--- src/rtl/ahb_frame_mapper.sv ---
// Deserialises an MSB-first, bit-strobed SPI frame into one AHB-side transaction word,
// presented through a single-entry valid/ready slot with optional even-parity checking.
module ahb_frame_mapper #(
  parameter int ADDR_W    = 32,
  parameter int DATA_W    = 32,
  parameter int PARITY_EN = 1
) (
  input  logic              clk,
  input  logic              reset,
  input  logic              frame_start,
  input  logic              bit_valid,
  input  logic              serial_in,
  input  logic              out_ready,
  output logic              frame_valid,
  output logic [DATA_W-1:0] prdata,
  output logic [ADDR_W-1:0] haddr,
  output logic [DATA_W-1:0] hwdata,
  output logic [1:0]        htrans,
  output logic              hreadyin,
  output logic              hwrite,
  output logic              parity_err,
  output logic              overrun,
  output logic              frame_abort
);

  localparam int PAY_W   = 2*DATA_W + ADDR_W + 4;
  localparam int FRAME_W = PAY_W + PARITY_EN;
  localparam int CNT_W   = $clog2(FRAME_W + 1);
  localparam int HA_LSB  = DATA_W;
  localparam int HW_LSB  = DATA_W + ADDR_W;
  localparam int HT_LSB  = 2*DATA_W + ADDR_W;
  localparam logic [CNT_W-1:0] LAST_CNT = CNT_W'(FRAME_W - 1);

  typedef enum logic [0:0] {IDLE = 1'b0, SHIFT = 1'b1} state_t;

  function automatic logic fold_parity(input logic acc, input logic bit_in);
    return acc ^ bit_in;
  endfunction

  state_t             state_r;
  logic [PAY_W-1:0]   shift_r;
  logic [CNT_W-1:0]   cnt_r;
  logic               par_r;

  logic               in_shift_s;
  logic               take_s;
  logic               last_s;
  logic               can_load_s;
  logic [CNT_W-1:0]   cnt_base_s;
  logic               par_base_s;
  logic [PAY_W-1:0]   shift_base_s;
  logic [PAY_W-1:0]   shift_next_s;
  logic [PAY_W-1:0]   payload_s;

  // Bit acceptance, frame-completion detect and payload selection for this cycle
  always_comb begin
    in_shift_s   = (state_r == SHIFT);
    take_s       = bit_valid & (frame_start | in_shift_s);
    // A frame_start restarts the frame, so a same-cycle bit becomes bit 0
    cnt_base_s   = frame_start ? {CNT_W{1'b0}} : cnt_r;
    par_base_s   = frame_start ? 1'b0 : par_r;
    shift_base_s = frame_start ? {PAY_W{1'b0}} : shift_r;
    shift_next_s = {shift_base_s[PAY_W-2:0], serial_in};
    last_s       = take_s & (cnt_base_s == LAST_CNT);
    // With parity the final bit is the parity bit, so the payload is already complete
    payload_s    = (PARITY_EN != 0) ? shift_base_s : shift_next_s;
    can_load_s   = ~frame_valid | out_ready;
  end

  // Framing FSM, shift/count/parity datapath and registered output slot
  always_ff @(posedge clk or posedge reset) begin
    if (reset) begin
      state_r     <= IDLE;
      shift_r     <= {PAY_W{1'b0}};
      cnt_r       <= {CNT_W{1'b0}};
      par_r       <= 1'b0;
      frame_valid <= 1'b0;
      prdata      <= {DATA_W{1'b0}};
      haddr       <= {ADDR_W{1'b0}};
      hwdata      <= {DATA_W{1'b0}};
      htrans      <= 2'b00;
      hreadyin    <= 1'b0;
      hwrite      <= 1'b0;
      parity_err  <= 1'b0;
      overrun     <= 1'b0;
      frame_abort <= 1'b0;
    end else begin
      overrun     <= 1'b0;
      frame_abort <= frame_start & in_shift_s;

      if (take_s) begin
        shift_r <= shift_next_s;
        cnt_r   <= cnt_base_s + CNT_W'(1);
        par_r   <= fold_parity(par_base_s, serial_in);
      end else if (frame_start) begin
        shift_r <= {PAY_W{1'b0}};
        cnt_r   <= {CNT_W{1'b0}};
        par_r   <= 1'b0;
      end

      if (last_s) begin
        state_r <= IDLE;
      end else if (frame_start) begin
        state_r <= SHIFT;
      end

      if (last_s && can_load_s) begin
        frame_valid <= 1'b1;
        prdata      <= payload_s[DATA_W-1:0];
        haddr       <= payload_s[HA_LSB +: ADDR_W];
        hwdata      <= payload_s[HW_LSB +: DATA_W];
        htrans      <= payload_s[HT_LSB +: 2];
        hreadyin    <= payload_s[PAY_W-2];
        hwrite      <= payload_s[PAY_W-1];
        parity_err  <= (PARITY_EN != 0) ? fold_parity(par_base_s, serial_in) : 1'b0;
      end else if (last_s) begin
        overrun <= 1'b1;
      end else if (frame_valid && out_ready) begin
        frame_valid <= 1'b0;
      end
    end
  end

endmodule
--- config.mk ---
export PLATFORM = sky130hd
export DESIGN_NAME = ahb_frame_mapper
export DESIGN_NICKNAME = d
export VERILOG_FILES = /design/src/rtl/ahb_frame_mapper.sv
export SDC_FILE = /design/constraint.sdc
export NUM_CORES = 1
export LEC_CHECK = 0
export CAP_MARGIN = 0
export CORE_ASPECT_RATIO = 0.6
export CORE_MARGIN = 5
export CORE_UTILIZATION = 56
export CTS_CLUSTER_DIAMETER = 60
export CTS_CLUSTER_SIZE = 28
export DETAILED_ROUTE_END_ITERATION = 10
export PLACE_DENSITY = 0.8
export SYNTH_ARGS = -nofsm -noshare
export SYNTH_HDL_FRONTEND = slang
export SYNTH_SLANG_ARGS = --single-unit
--- constraint.sdc ---
create_clock -name clk -period 9.3 [get_ports clk]
set_clock_uncertainty 0.1 [all_clocks]
set_input_delay 1.86 -clock clk [delete_from_list [all_inputs] [get_ports clk]]
set_output_delay 1.86 -clock clk [all_outputs]
set_load 0.01 [all_outputs]
==> impl_metrics.yaml <==
clock_network:
  clock-sinks: 213
  postCtsSetupBuffers: 0
  cts_resized: 0
  cts_tree: "yes"
  cts_max_level: 1
  clk_pin_slew_ps: 100
  numCtsBuffers: 12
  cts-root-buf: "clkbuf_16"
  cts_hold_buf: 0
  clk_latency_ps: 470
  clock_path_buffers: 3
sta:
  fin_tns_setup_ps: 0
  fin_crit_ps: 4440
  relSlewSlack_pct: 22.5
  tightest_slew_ps: 1160
  setup_viol: 0
  hold_ws_ps: 419
  slew_violations: 0
  rsz0062_at_grt: "false"
  period_share_pct: 47.8
  fmax_mhz: 225
  hold_viol: 0
setup_path:
  worst_path_most_repeated_cell: "buf_4"
  slowest_stage: "buf_4"
  reg2reg_to: "prdata[16]"
  path_max_fanout: 110
  r2r-start: "cnt_r[1]"
  critPathCaptureType: "flop"
  crit_end: "prdata[16]"
  path_cells: "buf_6, nand2b_1, ha_1, nand3b_1, nor4b_4, buf_4, buf_4, mux2_2"
  critical_path_class: "in2reg"
  timing.reg2reg.setup_slack_ps: 6540
  crit_arrival_ps: 4690
  cp-start-kind: "input pin"
  critPathRequiredTime_ps: 9540
  critPathTopFamily: "buffers and inverters"
  r2r_cells: 7
  cp_num_buf_inv: 3
  cp-startpoint: "frame_start"
  critPathMaxStageDelay_ps: 750
  crit_cells: 8
floorplanning:
  std_cell_rows: 36
  design.core.area_sq_um: 16300
  io_pins: 110
  die_h_um: 110
  dieArea_sq_um: 19500
  die_w_um: 177
  start_util_pct: 57.3
global_routing:
  overflow: 0
  grt_pass1_vias: 5855
  grt_pass1_wl_um: 30700
  antenna_found_initial: 0
  grtUsageTotal_pct: 19.1
  grt_max_degree: 131
logic_synthesis:
  mappedNetlistArea_sq_um: 9350
  synthTopCellsByArea: "dfrtp_1 (57%), mux2_4 (14%), nand2_1 (8.1%)"
  syn_avg_cell_area_sq_um: 11.5
  synthCells: 813
  post-synth-top-area-cell: "dfrtp_1"
  yosysTopAreaCellShare_pct: 57.0
  ys_seq_area_share_pct: 57.0
  ys_ff_latch: 213
  synth-warning-count: 0
  ys_types: 28
  synth_fp_nets: 820
pwr:
  total_power_mw: 1.56
  p_leak_nw: 4.65
  swShare_pct: 23.0
  p_int_mw: 1.20
  clkPwrFrac_pct: 36.6
  p_sw_uw: 358
  vdd_drop_max_v: 0.0000979
  pwr-share-comb_pct: 3.7
  power_density_nw_per_um2: 144
  seq_power_share_pct: 59.8
drt:
  vias_per_cell: 5.25
  first_iter_violations: 391
  detail-route-antenna-nets: 0
  wire_per_inst_um: 16.4
  dr.pass1.iters: 4
  via_count: 5875
  routed_wl_um: 18300
  drt_drc_violations_left: 0
outcome:
  status: "finished clean"
placed_design:
  port_buffers: 109
  place.gp.congestion: 0.756
  hpwl_um: 11200
cells_and_area:
  diodes: 0
  fin_nets: 893
  drive_above_1_share_pct: 14.5
  area_growth_pct: 15.4
  utilization_pct: 66.2
worst_hold_path:
  min_path_type: "reg2reg"
job:
  cap_viol_max_count: 0
==> layout make-up <==
class	count	area, sq um
well taps	228	285
multi-input cells	540	3640
clock buffers	14	329
fillers	1275	5510
repair buffers	115	1140
clock inverters	4	48.8
flip-flops and latches	213	5330
inverters	4	22.5
==> flip-flops by register name, indices dropped and copies added (netlist names), 2 cells and up <==
| signal | count |
|---|---|
| shift_r | 100 |
| cnt_r | 7 |
| prdata | 32 |
| hwdata | 32 |
| haddr | 32 |
| htrans | 2 |
==> placed cells by master, fill, tap and decap left out, types with 2 or more instances in the layout <==
| cell type | netlist | layout |
|---|---|---|
| clkdlybuf4s50_1 | 0 | 108 |
| nand4_1 | 3 | 3 |
| a21oi_1 | 104 | 104 |
| inv_1 | 4 | 3 |
| nand2b_1 | 5 | 5 |
| nand2_1 | 202 | 202 |
| xnor2_1 | 2 | 2 |
| o31ai_1 | 2 | 2 |
| buf_4 | 1 | 6 |
| or4_1 | 2 | 2 |
| clkinv_8 | 0 | 2 |
| clkbuf_16 | 0 | 13 |
| dfrtp_1 | 213 | 213 |
| inv_8 | 0 | 2 |
| o21ai_0 | 6 | 5 |
| or3_1 | 4 | 4 |
| mux2_4 | 89 | 89 |
| mux2_2 | 11 | 11 |
| nor2b_1 | 100 | 100 |
==> power groups by stage <==
stage	sequential [mW]	clock (mW)	combinational (mW)
after floorplan	0.949	0	0.0436
final	0.931	0.570	0.0569
after global placement	0.949	0	0.0577
after global routing	0.932	0.620	0.0653
after CTS	0.931	0.584	0.0584
after detailed placement	0.949	0	0.0584
==> Yosys cell counts, drive strengths merged <==
master and instances:
inv 4, and2 1, xor2 1, mux2 100, xnor2 2, or4 2, or3 4, o31ai 2
clkbuf 35, nor2b 100, nand4b 1, nor2 1, ha 1, nor4b 1, nand4 3, nand3b 1
o21ai 6, buf 21, o21a 2, mux2i 1, a21oi 104, nand2 202, nand2b 5, dfrtp 213
==> metrics by stage <==
step                      instances  setup WS, ps  cell area, sq um
after floorplan                 813          1520              9350
after global placement         1100          4450             10400
after detailed placement       1100          4340             10400
after CTS                      1118          4810             10800
after global routing           1118          4680             10800
final                          1118          4860             10800
==> per-layer routing <==
layer	global-route usage [%]	vias up	share of wire [%]
li1	-	2802	-
met5	0	-	0
met3	3.17	18	4.2
met1	29.0	2938	49
met4	2.98	0	1.4
met2	29.7	117	46
==> cell families after synthesis <==
group,share of synthesized area [%]
multiplexers,15.7
buffers and inverters,4.27
adder cells (fa/ha/maj),0.134
flip-flops,57.0
AND/OR/NAND/NOR,16.4
XOR/XNOR,0.281
AO/OA/AOI/OAI,6.21
==> how the worst min path moves through the flow <==
stage	startpoint	to	slack, ps	cells past startpoint
5_1_grt	prdata[16]	prdata[16]	430	1
6_report	hwdata[19]	hwdata[19]	420	1
4_1_cts	prdata[16]	prdata[16]	420	1
3_3_place_gp	prdata[15]	prdata[15]	390	1
2_1_floorplan	shift_r[99]	shift_r[99]	400	2
3_5_place_dp	prdata[15]	prdata[15]	390	1
Note: power is estimated with default switching activity, not from simulation.
